File: config.mk
export PLATFORM = sky130hd
export DESIGN_NAME = wait_buffer_ctrl
export DESIGN_NICKNAME = d
export VERILOG_FILES = /design/src/rtl/wait_buffer_ctrl.sv
export SDC_FILE = /design/constraint.sdc
export NUM_CORES = 1
export LEC_CHECK = 0
export BUFFER_PORTS_ARGS = -buffer_cell sky130_fd_sc_hd__buf_4
export CAP_MARGIN = 0
export CELL_PAD_IN_SITES_DETAIL_PLACEMENT = 0
export CELL_PAD_IN_SITES_GLOBAL_PLACEMENT = 2
export CORE_ASPECT_RATIO = 0.8
export CORE_UTILIZATION = 44
export CTS_CLUSTER_SIZE = 28
export DETAILED_ROUTE_END_ITERATION = 10
export MAX_ROUTING_LAYER = met4
export PLACE_DENSITY = 0.81
export RECOVER_POWER = 50
export SETUP_SLACK_MARGIN = 0.02
export SLEW_MARGIN = 20
export SYNTH_ARGS = -nofsm -noshare
export SYNTH_HDL_FRONTEND = slang
export SYNTH_SLANG_ARGS = --single-unit
File: constraint.sdc
create_clock -name clk -period 7.5 [get_ports clk]
set_input_delay 1.5 -clock clk [delete_from_list [all_inputs] [get_ports clk]]
set_output_delay 1.5 -clock clk [all_outputs]
set_load 0.02 [all_outputs]
File: src/rtl/wait_buffer_ctrl.sv
// -----------------------------------------------------------------------------
// wait_buffer_ctrl
//
// Sequencing controller for the non-blocking data cache's wait buffer.
//   * Accepts cache misses and pushes them into the wait buffer.
//   * Tracks outstanding line fills in a small circular table. A miss to a
//     block that already has a fill outstanding merges into it.
//   * Issues fill requests to memory in allocation order.
//   * When a fill returns, starts a wait-buffer walk (one invalidate/search
//     cycle, then replay cycles). The single cache-pipeline replay slot is
//     shared between walk replays and new core requests.
//
// Handshakes: every valid/ready pair transfers on a cycle where both are high.
// valid never depends on ready for the same interface. miss_ready and
// wb_write_enable are combinational in the miss inputs and in wb_ready.
//
// Ports:
//   clk, rst              clock, synchronous active-high reset
//   miss_valid/addr/ready miss handshake from the cache pipeline
//   wb_write_enable       push of the accepted miss into the wait buffer
//   wb_ready              wait buffer has room
//   fill_req_*            line-fill request to memory (block-aligned address)
//   fill_resp_valid       fill completed; responses return in request order
//   wb_search_invalidate  one-cycle pulse that starts the wait-buffer walk
//   wb_search_address     block-aligned address of the returned fill
//   wb_found_multi        wait buffer still holds matching entries
//   wb_mem_ready          replay slot granted to the wait buffer
//   core_req_valid        new core request wants the pipeline
//   core_grant            core request granted the pipeline
//   busy                  fills outstanding, walk active or response queued
//   dbg_state             current FSM state (0 IDLE, 1 START, 2 WALK)
//
// Optional feature macro: WB_CTRL_FAIRNESS_EN. When defined, a core request
// that has been starved for three consecutive walk cycles takes the replay
// slot on the next such cycle.
// -----------------------------------------------------------------------------
module wait_buffer_ctrl #(
  parameter int ADDR_BITS      = 32,
  parameter int BLOCK_ID_START = 5,
  parameter int FILL_SLOTS     = 4
) (
  input  logic                 clk,
  input  logic                 rst,
  input  logic                 miss_valid,
  input  logic [ADDR_BITS-1:0] miss_addr,
  output logic                 miss_ready,
  output logic                 wb_write_enable,
  input  logic                 wb_ready,
  output logic                 fill_req_valid,
  output logic [ADDR_BITS-1:0] fill_req_addr,
  input  logic                 fill_req_ready,
  input  logic                 fill_resp_valid,
  output logic                 wb_search_invalidate,
  output logic [ADDR_BITS-1:0] wb_search_address,
  input  logic                 wb_found_multi,
  output logic                 wb_mem_ready,
  input  logic                 core_req_valid,
  output logic                 core_grant,
  output logic                 busy,
  output logic [1:0]           dbg_state
);

  localparam int BLK_W = ADDR_BITS - BLOCK_ID_START;
  localparam int PTR_W = $clog2(FILL_SLOTS);
  localparam logic [PTR_W-1:0] PTR_ONE = PTR_W'(1);

  typedef logic [BLK_W-1:0] blk_t;
  typedef enum logic [1:0] {
    IDLE  = 2'd0,
    START = 2'd1,
    WALK  = 2'd2
  } state_t;

  state_t state, next_state;

  // ---------------------------------------------------------------------------
  // Fill table: circular FIFO of outstanding fills
  // ---------------------------------------------------------------------------
  logic [FILL_SLOTS-1:0] ent_valid;
  logic [FILL_SLOTS-1:0] ent_pend;   // allocated but request not yet accepted
  blk_t                  ent_blk [FILL_SLOTS];
  logic [PTR_W-1:0]      head, tail;
  logic [PTR_W:0]        count;      // one extra bit so full is distinguishable

  blk_t             miss_blk;
  logic             table_full, table_empty;
  logic             resp_pop;
  logic             miss_hit;
  logic             accept, alloc;
  logic             issue_found;
  logic [PTR_W-1:0] issue_idx, scan_idx;
  logic             unused_bits;

  assign miss_blk    = miss_addr[ADDR_BITS-1:BLOCK_ID_START];
  assign unused_bits = ^miss_addr[BLOCK_ID_START-1:0];
  assign table_full  = (count == (PTR_W+1)'(FILL_SLOTS));
  assign table_empty = (count == '0);
  assign resp_pop    = fill_resp_valid & ~table_empty;

  // The head entry being retired this cycle no longer counts as a match: a
  // miss to that block needs a fresh fill, since the returning data is
  // already being walked.
  always_comb begin
    miss_hit = 1'b0;
    for (int i = 0; i < FILL_SLOTS; i++) begin
      if (ent_valid[i] && (ent_blk[i] == miss_blk) &&
          !(resp_pop && (PTR_W'(i) == head)))
        miss_hit = 1'b1;
    end
  end

  // A pop in the same cycle does not free space for a new allocation.
  assign miss_ready      = ~rst & wb_ready & (miss_hit | ~table_full);
  assign accept          = miss_valid & miss_ready;
  assign alloc           = accept & ~miss_hit;
  assign wb_write_enable = accept;

  // Oldest allocated-but-unissued entry, scanning from head.
  always_comb begin
    issue_found = 1'b0;
    issue_idx   = head;
    scan_idx    = head;
    for (int i = 0; i < FILL_SLOTS; i++) begin
      scan_idx = head + PTR_W'(i);
      if (!issue_found && ent_valid[scan_idx] && ent_pend[scan_idx]) begin
        issue_found = 1'b1;
        issue_idx   = scan_idx;
      end
    end
  end

  assign fill_req_valid = issue_found;
  assign fill_req_addr  = issue_found ? {ent_blk[issue_idx], {BLOCK_ID_START{1'b0}}}
                                      : '0;

  // alloc writes tail, pop writes head; they only coincide when the table is
  // full (no alloc) or empty (no pop), so the writes never collide.
  always_ff @(posedge clk) begin
    if (rst) begin
      ent_valid <= '0;
      ent_pend  <= '0;
      head      <= '0;
      tail      <= '0;
      count     <= '0;
    end else begin
      if (fill_req_valid && fill_req_ready)
        ent_pend[issue_idx] <= 1'b0;
      if (alloc) begin
        ent_valid[tail] <= 1'b1;
        ent_pend[tail]  <= 1'b1;
        ent_blk[tail]   <= miss_blk;
        tail            <= tail + PTR_ONE;
      end
      if (resp_pop) begin
        ent_valid[head] <= 1'b0;
        ent_pend[head]  <= 1'b0;
        head            <= head + PTR_ONE;
      end
      count <= count + (PTR_W+1)'(alloc) - (PTR_W+1)'(resp_pop);
    end
  end

  // ---------------------------------------------------------------------------
  // Response FIFO (2 deep). The front entry is the block being started; it
  // leaves the FIFO as the FSM moves from START to WALK.
  // ---------------------------------------------------------------------------
  blk_t       rq_blk [2];
  logic       rq_wptr, rq_rptr;
  logic [1:0] rq_count;
  logic       rq_push, rq_pop;
  logic       resp_pending;

  assign rq_pop       = (state == START);
  assign rq_push      = resp_pop & ((rq_count != 2'd2) | rq_pop);
  assign resp_pending = (rq_count != 2'd0);

  always_ff @(posedge clk) begin
    if (rst) begin
      rq_wptr  <= 1'b0;
      rq_rptr  <= 1'b0;
      rq_count <= '0;
    end else begin
      if (rq_push) begin
        rq_blk[rq_wptr] <= ent_blk[head];
        rq_wptr         <= ~rq_wptr;
      end
      if (rq_pop)
        rq_rptr <= ~rq_rptr;
      rq_count <= rq_count + 2'(rq_push) - 2'(rq_pop);
    end
  end

  // ---------------------------------------------------------------------------
  // Walk FSM
  // ---------------------------------------------------------------------------
  logic fair_grant;

`ifdef WB_CTRL_FAIRNESS_EN
  // Counts consecutive walk cycles where the core asked but the replay won.
  logic [1:0] fair_cnt;

  assign fair_grant = (state == WALK) && core_req_valid && (fair_cnt == 2'd3);

  always_ff @(posedge clk) begin
    if (rst || (state != WALK) || (next_state != WALK) || fair_grant ||
        !core_req_valid)
      fair_cnt <= 2'd0;
    else
      fair_cnt <= fair_cnt + 2'd1;
  end
`else
  assign fair_grant = 1'b0;
`endif

  always_ff @(posedge clk) begin
    if (rst) state <= IDLE;
    else     state <= next_state;
  end

  always_comb begin
    next_state = state;
    case (state)
      IDLE:    if (resp_pending) next_state = START;
      START:   next_state = WALK;
      WALK:    if (wb_mem_ready && !wb_found_multi) next_state = IDLE;
      default: next_state = IDLE;
    endcase
  end

  always_comb begin
    wb_search_invalidate = 1'b0;
    wb_search_address    = '0;
    wb_mem_ready         = 1'b0;
    core_grant           = 1'b0;
    case (state)
      IDLE: core_grant = core_req_valid & ~resp_pending;
      START: begin
        wb_search_invalidate = 1'b1;
        wb_search_address    = {rq_blk[rq_rptr], {BLOCK_ID_START{1'b0}}};
        core_grant           = core_req_valid;
      end
      WALK: begin
        wb_mem_ready = ~fair_grant;
        core_grant   = fair_grant;
      end
      default: ;
    endcase
  end

  assign busy      = (|ent_valid) | (state != IDLE) | resp_pending;
  assign dbg_state = state;

  // ---------------------------------------------------------------------------
  // Protocol assertions
  // ---------------------------------------------------------------------------
  a_resp_on_empty: assert property (@(posedge clk) disable iff (rst)
    !(fill_resp_valid && table_empty));
  a_resp_overflow: assert property (@(posedge clk) disable iff (rst)
    !(resp_pop && (rq_count == 2'd2) && !rq_pop));

endmodule

Word-level counts from Yosys, hierarchy flattened

Memory sizes are Yosys's and may differ from the RTL's. A register that Yosys moved wholly into a read port is not among the register bits.
Index checks and enable logic that the tools add are counted.

Add/sub/neg operators: 8
Magnitude comparators: 9
Eq/ne operators: 13
Muxes and demuxes: 59
Bitwise gates (word level): 25
Reduce and logical (&&, ||, !) cells: 39

Operators by type and width:

| kind                                                              | count |
|---|---|
| equality test 27 bit                                              | 4 |
| two-way mux 32 bit                                                | 2 |
| two-way mux 4 bit                                                 | 8 |
| two-way mux 1 bit                                                 | 29 |
| logical AND 1 bit                                                 | 24 |
| < comparator 2 x 3 -> 1 bit, second input constant                | 6 |
| binary-select mux 1 bit (select 2 bit)                            | 8 |
| two-way mux 2 bit                                                 | 7 |
| AND 4 bit                                                         | 3 |
| zero test 1 bit                                                   | 8 |
| NOT 4 bit                                                         | 2 |
| bitwise OR 4 bit                                                  | 2 |
| AND 1 bit                                                         | 7 |
| NOT 1 bit                                                         | 7 |
| demux 1 bit (select 2 bit)                                        | 3 |
| greater-or-equal comparator 2 x 1 -> 1 bit, second input constant | 3 |
| != test 2 bit, second input constant                              | 3 |
| one-hot mux 2 bit (3 select lines)                                | 1 |
| adder 2 x 1 -> 2 bit, second input constant                       | 2 |
| adder 2 bit, second input constant                                | 2 |
| equality test 2 bit, first input constant                         | 2 |
| zero test 2 bit                                                   | 2 |
| bitwise OR 1 bit                                                  | 4 |
| nonzero test 2 bit                                                | 2 |
| other kinds (12)                                                  | 12 |

Flip-flop bits (word level): 21
Memory bits (writable): 162
Input port bits: 40
Output and inout bits: 73
Word-level logic and storage cells: 164
Memories: 2

Memories:

| name    | words | width | rd ports | clocked after memory_dff | wr ports | line | text |
|---|---|---|---|---|---|---|---|
| ent_blk | 4     | 27    | 6        | 1                        | 1        | 81   | `blk_t ent_blk [FILL_SLOTS];` |
| rq_blk  | 2     | 27    | 1        | 1                        | 1        | 167  | `blk_t rq_blk [2];` |

Longest topological paths before layout

Gate-level depths: netlist of the first run.

Depth after elaboration: 29
Gate-level depth with buffers: 17
Gate-level depth less buffers: 14

Worst setup path before layout of the first run

No wires, ideal clock.

Path kind: input port to output port
Start point: in miss_addr[9]
End point: out wb_write_enable
Arrival: 2.935 ns
Data required time: 6.000 ns
Setup slack: 3.065 ns
Stages: 8
Path buffers: 1
Cells stage by stage: clkbuf_1 xnor2_1 nand4_1 nor4_1 nand4_1 nand4_1 o21a_1 and2_1

Cells in the longest elaborated chain, start to end: 10
Elaborated cells between the ends (all ways): 19
Classes of those cells: 4 x eq/ne; 4 x mux; 3 x bitwise; 8 x reduce/logical

Ends and longest elaborated chain:

| element                         | line | text |
|---|---|---|
| start: declaration              | 45   | `input logic [ADDR_BITS-1:0] miss_addr,` |
| equality test 27 bit            | 106  | `if (ent_valid[i] && (ent_blk[i] == miss_blk) &&` |
| logical AND 1 bit (2 in series) | 106  |  |
| two-way mux 1 bit (3 in series) | 106  |  |
| two-way mux 1 bit *             | 106  |  |
| bitwise OR 1 bit *              | 113  | `assign miss_ready = ~rst & wb_ready & (miss_hit \| ~table_full);` |
| AND 1 bit *                     | 113  |  |
| named net miss_ready            | 46   | `output logic miss_ready,` |
| AND 1 bit *                     | 114  | `assign accept = miss_valid & miss_ready;` |
| end: declaration                | 47   | `output logic wb_write_enable,` |

Mark *: on every way through the listed nets, which the timed path passes. The rest lies on a longest branch.

Final worst setup path of the first run

Start point: reg head[0]
End point: out fill_req_addr[22]

Elaborated cells between the ends (all ways): 38
Classes of those cells: 3 x add/sub; 24 x mux; 10 x reduce/logical; 1 x memory

RTL lines:

| element                                 | line | text |
|---|---|---|
| start: declaration                      | 82   | `logic [PTR_W-1:0] head, tail;` |
| start signal: assignment                | 157  | `head <= head + PTR_ONE;` |
| adder 2 bit *                           | 124  | `scan_idx = head + PTR_W'(i);` |
| named net scan_idx[0]                   | 91   | `logic [PTR_W-1:0] issue_idx, scan_idx;` |
| binary-select mux 1 bit (select 2 bit)  | 125  | `if (!issue_found && ent_valid[scan_idx] && ent_pend[scan_idx]) begin` |
| two-way mux 1 bit (implied by the code) | 125  |  |
| logical AND 1 bit (2 in series)         | 125  |  |
| two-way mux 2 bit                       | 125  |  |
| memory (4 x 27 bit)                     | --   |  |
| two-way mux 32 bit *                    | 133  | `assign fill_req_addr = issue_found ? {ent_blk[issue_idx], {BLOCK_ID_START{1'b0}}}` |
| end: declaration                        | 50   | `output logic [ADDR_BITS-1:0] fill_req_addr,` |

Mark *: on every way through the listed nets, which the timed path passes. The rest lies on a longest branch. The select of a mux whose other input is x is not followed.

==> results of run 1 <==
final cells by class:
cell class | instances | share of cell area
Sequential cell | 186 | 0.484
Multi-Input combinational cell | 467 | 0.366
Timing Repair Buffer | 105 | 0.0613
Clock buffer | 18 | 0.0388
Tap cell | 275 | 0.0311
Clock inverter | 14 | 0.0142
Inverter | 11 | 0.00374
Antenna cell | 2 | 0.000453
layer usage:
metal / track usage / share of wire
met1: 0.327 / 0.47
met2: 0.336 / 0.45
met3: 0.0528 / 0.071
met4: 0.0474 / 0.010
met5: - / 0
worst register-to-register path: cells and delay by family (launching register included):
kind,cells,cell delay (ns)
flops,1,0.87
xor+xnor,2,0.31
simple gates,4,0.99
fa+ha+maj,4,1.17
compound gates,1,0.22
buf+inv,3,0.31
logic make-up (layout without fill, tap and decap cells):
family          after synthesis  count (layout)
flops                       186             186
other cells                   1              12
buf+inv                      59             148
fa+ha+maj                    12              12
xor+xnor                    114             114
mux                         112             112
simple gates                146             146
compound gates               73              73
report_power, final:
| group | switching [mW] | total [mW] | internal (mW) | leakage (nW) |
|---|---|---|---|---|
| Combinational | 0.510 | 0.899 | 0.389 | 2.03 |
| Clock | 0.413 | 0.886 | 0.473 | 0.281 |
| Sequential | 0.116 | 1.36 | 1.25 | 1.66 |
stage by stage:
step	setup WS, ns	hold WS, ns
after CTS	1.47	0.493
final	1.42	0.494
after global routing	1.16	0.505
after detailed placement	1.95	0.483
after global placement	2.02	0.476
after floorplan	3.07	0.455
flip-flops by register name (all words and copies together), names as in the netlist, named ones only:
name       flops
ent_valid      4
rq_blk        54
dbg_state      2
count          3
rq_wptr        1
tail           2
rq_rptr        1
ent_pend       4
rq_count       2
ent_blk      108
head           2
final timing paths:
check	startpoint	end	slack (ns)	cells past startpoint
max	head[0]	fill_req_addr[22]	1.42	9
min	ent_pend[2]	ent_pend[2]	0.49	2
max reg2reg	head[0]	count[2]	3.50	14
min reg2reg	ent_pend[2]	ent_pend[2]	0.49	2
cells in the mapped netlist, types with 3 or more instances:
library cell	count
buf_6	5
nor2b_1	4
ha_1	11
buf_2	6
nand2_1	18
nand4_1	27
dfxtp_1	24
clkbuf_1	15
o21ai_0	5
nor3_1	6
o22ai_1	8
mux2i_1	82
nor4_1	14
xor2_1	35
edfxtp_1	162
buf_4	14
nor3b_1	5
xnor2_1	79
o22ai_2	22
mux4_2	28
nor2_1	50
nand3_1	9
o21ai_1	7
inv_1	10
a21oi_1	14
and2_1	3
buf_1	7
cells in the final DEF (no fill, tap or decap), types with 5 or more instances in the layout:
cell	Yosys	layout
o21ai_0	5	5
mux2i_1	82	82
inv_1	10	10
clkbuf_1	15	34
o22ai_2	22	21
nor3_1	6	5
ha_1	11	11
nor4_1	14	14
nor2_1	50	46
clkbuf_16	0	17
edfxtp_1	162	162
buf_4	14	70
o21ai_1	7	7
o22ai_1	8	8
dfxtp_1	24	23
nand3_1	9	9
a21oi_1	14	14
mux4_2	28	28
nand2_1	18	18
xor2_1	35	35
conb_1	1	10
nand4_1	27	27
xnor2_1	79	79
==> metrics, run 1 <==
status=finished with violations; violated checks=capacitance limit, slew limit; multiplexer area fraction after synthesis=0.153; WP data required=6.00 ns; CP max stage cell=dfxtp_1; Post-Syn Area=9660 um2; worst path cell trace=inv_2, ha_1, mux4_2, and3b_1, o22ai_4, buf_12, mux2i_1, o22ai_2, buf_4; largest family of logic cells by synthesized area=multiplexers; total setup buffers inserted after CTS=0; Avg Cell Area, Syn=13.7 um2; gr usage total=0.230; DR WL/cell=22.8 um; CTS Sinks=186; Bufs and invs on worst path=3; Final Instance Count excl. Fillers=1078; Syn. warnings=0; Async SR Flop Fraction=0; CTS resizes=0; hold_buf cts=0; Mapped Cells=703; Total Nets Final=840; Yosys top cell area share=0.504; FF+latch area=5350 um2; initial antenna violation count=2; HPWL Detailed=17.0 mm; worst vdd ir=0.131 mV; die area=22600 um2; dpl cells=1044; Die H=135 um; Port Buffers=97; Final min period=6.08 ns; Final Hold Vio Count=0; register area share after synthesis=0.553; Largest stage delay, worst path=0.87 ns; CTS tree=done; Ports=113; die width=168 um; Adder-Cell Fraction of Synth Area=0.0163; layout cells sized above 1=0.213; crit path launch type=flop; Via density=5.64; final wirelength=24.6 mm; setup violators final=0; final setup TNS=0 ns; CTS HTree Levels=4; number of synthesized flops with an enable pin=162; DRT Pass-1 Iters=5; Yosys cell types=55; fin. max-slew vios=28; first-pass GRT wire length=36.4 mm; Area contributors post-synth=edfxtp_1, mux2i_1, xnor2_1; CP arrival=4.58 ns; simple-gate share of the synthesized area=0.0772; MaxCap Viol Count=1; Max clock buf depth=2; XOR/XNOR share of the synthesized area=0.103; Core Region=21600 um2; Initial Util=0.448; final instance area=11000 um2; dpl cell area=10600 um2; Synth Register Bits=186; P_leak=3.97 nW; pin count of the biggest net entering global routing=37; P per Cell Area=285 nW/um2; Max Fanout on Critical Path=36; Post-Route Utilization=0.512; critical path type=flop to output pin; setup repair after global routing missed its margin=false; Worst Skew=0.0136 ns; Final ANT Viol Nets=0; clk slew on worst S/H paths=0.08 ns; DR vias=6082; period utilization=0.810; CTS root buffer=clkbuf_16; CP Capture Type=output pin; Synth Area in Compound Gates=0.0627; slew margin rel.=-0.375; # rows=48; highest clock rate=165 MHz; number of DRC markers in iteration 0=559; Placer Congestion=0.907; dominant synthesized flop cell=edfxtp_1; Total Power=3.15 mW; vias in the first global route=5752; Min-Delay Path Class=flop to flop; worst skew pair latency=0.43 ns; area leader, netlist=edfxtp_1; Residual DRC=0; CP top delay family=compound AO/OA/AOI/OAI gates; fillers=1859; Syn-to-layout area delta=14.4%; area of the multi-input gates=4050 um2; Num CTS Buffers=17; transition time of the tightest slew-check pin=2.06 ns; Overflow after GRT=0
Power figures use the tool's default switching activity.
==> inputs of run 2 (changes only) <==
--- a/config.mk
+++ b/config.mk
@@ -5,16 +5,17 @@
 export SDC_FILE = /design/constraint.sdc
 export NUM_CORES = 1
 export LEC_CHECK = 0
+export ABC_AREA = 1
 export BUFFER_PORTS_ARGS = -buffer_cell sky130_fd_sc_hd__buf_4
 export CAP_MARGIN = 0
 export CELL_PAD_IN_SITES_DETAIL_PLACEMENT = 0
 export CELL_PAD_IN_SITES_GLOBAL_PLACEMENT = 2
 export CORE_ASPECT_RATIO = 0.8
-export CORE_UTILIZATION = 44
+export CORE_UTILIZATION = 36
 export CTS_CLUSTER_SIZE = 28
 export DETAILED_ROUTE_END_ITERATION = 10
 export MAX_ROUTING_LAYER = met4
-export PLACE_DENSITY = 0.81
+export PLACE_DENSITY = 0.77
 export RECOVER_POWER = 50
 export SETUP_SLACK_MARGIN = 0.02
 export SLEW_MARGIN = 20
==> constraint.sdc (replaced) <==
create_clock -name clk -period 5.84 [get_ports clk]
set_input_delay 1.168 -clock clk [delete_from_list [all_inputs] [get_ports clk]]
set_output_delay 1.168 -clock clk [all_outputs]
set_load 0.02 [all_outputs]
==> metrics, run 2 <==
top flop regs=ent_blk (108), rq_blk (54); max FFs per register=108 (unchanged); Die H=155 um (+15%); P_leak=5.06 nW (+27%); P per Cell Area=448 nW/um2 (+57%); pin count of the biggest net entering global routing=70 (+89%); area leader, netlist=edfxtp_1; most frequent cells in the layout=nand2_1, edfxtp_1, inv_1, nor2_1, a21oi_1; Setup WS pre-CTS=1.26 ns (-0.687 ns); Overflow after GRT=0 (unchanged); hold path depth=2 (unchanged); die area=30000 um2 (+33%); worst skew pair latency=0.45 ns (+0.02 ns); Via density=5.03 (-11%); hold_buf cts=0 (unchanged); most common cell after layout, fill and taps aside=nand2_1; number of DRC markers in iteration 0=687 (+23%); area of the multi-input gates=4270 um2 (+5.4%); layout cells sized above 1=0.116 (-0.0975); period utilization=0.866; Final Hold Vio Count=0 (unchanged); fin. max-slew vios=167 (+500%); dpl cell area=11500 um2 (+9.1%); Worst Skew=0.0133 ns (-0.000277 ns); Post-Route Utilization=0.420 (-0.0929); Residual DRC=18 (+18); final setup TNS=0 ns (unchanged); first-pass GRT wire length=49.2 mm (+35%); most frequent cell after synthesis=nand2_1; DRT Pass-1 Iters=8 (+3); CP Capture Type=output pin; Yosys top cell area share=0.461 (-0.0430); most frequent cells after synthesis=nand2_1, edfxtp_1, inv_1; worst path cell trace=inv_4, ha_1, inv_1, nand3_1, nand2_4, nand3_1, nand2_1, inv_1, nand2_1, nand2_2, o21ai_0, nand2_1, a31oi_1, buf_4; critical path type=flop to output pin; setup repair after global routing missed its margin=false; dominant synthesized flop cell=edfxtp_1; Final ANT Viol Nets=0 (unchanged); FF+latch area=5350 um2 (about the same); Area contributors post-synth=edfxtp_1, nand2_1, inv_1; R2R setup slack=1.61 ns (-1.89 ns); DR vias=8711 (+43%); WP data required=4.67 ns (-1.33 ns); register area share after synthesis=0.506 (-0.0473); Initial Util=0.370 (-0.0782); violated checks=DRC, capacitance limit, slew limit; Post-Syn Area=10600 um2 (+9.3%); post-route setup slack=0.785 ns (-0.640 ns); slew margin rel.=-0.496 (-0.120); HPWL Detailed=22.9 mm (+34%); vias in the first global route=7939 (+38%); crit path launch type=flop; Core Region=28600 um2 (+32%); initial antenna violation count=1 (-1); Syn-to-layout area delta=13.4%; Max clock buf depth=2 (unchanged); worst vdd ir=0.374 mV (+190%); Yosys cell types=35 (-36%); Num CTS Buffers=17 (unchanged); Largest Register=ent_blk; Final min period=5.05 ns; MaxCap Viol Count=5 (+4); total setup buffers inserted after CTS=0 (unchanged); setup violators final=0 (unchanged); Mapped Cells=1272 (+81%); CTS Sinks=186 (unchanged); Async SR Flop Fraction=0 (unchanged); highest clock rate=198 MHz; number of synthesized flops with an enable pin=162 (unchanged); clk slew on worst S/H paths=0.08 ns (about the same); DR WL/cell=19.2 um (-16%); status=finished with violations; CP max stage cell=nand2_2; CTS resizes=0 (unchanged); transition time of the tightest slew-check pin=2.24 ns (+0.183 ns); Max Fanout on Critical Path=43 (+19%); CTS tree=done; die width=194 um (+15%); fillers=2921 (+57%); CTS root buffer=clkbuf_16; CTS HTree Levels=4 (unchanged); # rows=55 (+15%); Port Buffers=97 (unchanged); Avg Cell Area, Syn=8.30 um2 (-40%); Worst R2R Path Depth=6 (-8); Ports=113 (unchanged); final wirelength=33.2 mm (+35%); Syn. warnings=0 (unchanged); gr usage total=0.231 (+0.00102); CP arrival=3.89 ns (-0.69 ns); Min-Delay Path Class=flop to flop; Total Nets Final=1401 (+67%); Placer Congestion=0.835 (-7.9%); Synth Register Bits=186 (unchanged); Largest stage delay, worst path=0.64 ns (-0.23 ns); CP most frequent cell=nand2_1; final instance area=12000 um2 (+8.4%)
-- run 2: cell types whose count changed after synthesis, moves of 18 or more --
| cell | delta |
|---|---|
| nand3_1 | +39 |
| o22ai_2 | -22 |
| o21ai_0 | +65 |
| inv_1 | +151 |
| a21oi_1 | +68 |
| mux4_2 | -28 |
| mux2i_1 | -82 |
| xor2_1 | -18 |
| nor2_1 | +51 |
| nand3_2 | +35 |
| nand2_1 | +372 |
| xnor2_1 | -58 |
| a31oi_1 | +28 |
-- run 2: area by class of cell --
class / count / area share
inverters: 168 / 0.0528
diodes: 1 / 0.000209
clock buffers: 18 / 0.0358
flip-flops and latches: 186 / 0.446
multi-input cells: 866 / 0.356
well taps: 370 / 0.0386
repair buffers: 110 / 0.0577
clock inverters: 14 / 0.0125
-- run 2: worst max-delay path: cells and delay by family, from the launching register on --
family,cells,cell delay (ns)
buf+inv,4,0.50
fa+ha+maj,1,0.38
flops,1,0.58
simple gates,7,1.27
compound gates,2,0.69
-- run 2: cell families after synthesis --
| logic type | Yosys count | synth area share |
|---|---|---|
| AND/OR/NAND/NOR | 613 | 0.256 |
| other | 1 | 0.000355 |
| adder cells (fa/ha/maj) | 12 | 0.0149 |
| flip-flops | 186 | 0.506 |
| buffers and inverters | 229 | 0.0949 |
| XOR/XNOR | 38 | 0.0315 |
| AO/OA/AOI/OAI | 193 | 0.0967 |
-- run 2: power breakdown --
group / total, mW / leakage, nW / internal (mW) / switching, mW
clock: 1.16 / 0.289 / 0.608 / 0.554
combinational: 2.51 / 3.11 / 0.710 / 1.80
sequential: 1.69 / 1.66 / 1.62 / 0.0714
total: 5.37 / 5.06 / 2.94 / 2.43
-- run 2: metal layers --
layer | vias up | wire length (um) | global-route usage | share of wire
li1 | 4300 | - | - | -
met4 | 0 | 377 | 0.0602 | 0.011
met3 | 24 | 2490 | 0.0496 | 0.075
met1 | 4096 | 16400 | 0.332 | 0.49
met5 | - | 0 | - | 0
met2 | 291 | 13900 | 0.326 | 0.42
-- run 2: worst paths after layout --
| path | endpoint | startpoint |
|---|---|---|
| setup / recovery | fill_req_addr[29] | head[0] |
| hold reg to reg | rq_wptr | rq_wptr |
| hold / removal | rq_wptr | rq_wptr |
| setup reg to reg | rq_blk[0][14] | flop |
-- run 2: stage by stage --
step,hold WS (ns),power [mW],instances
floorplan,0.439,3.38,1281
global placement,0.449,4.24,1700
detailed placement,0.454,4.26,1700
CTS,0.466,5.42,1732
global route,0.488,5.67,1732
finish,0.467,5.37,1733
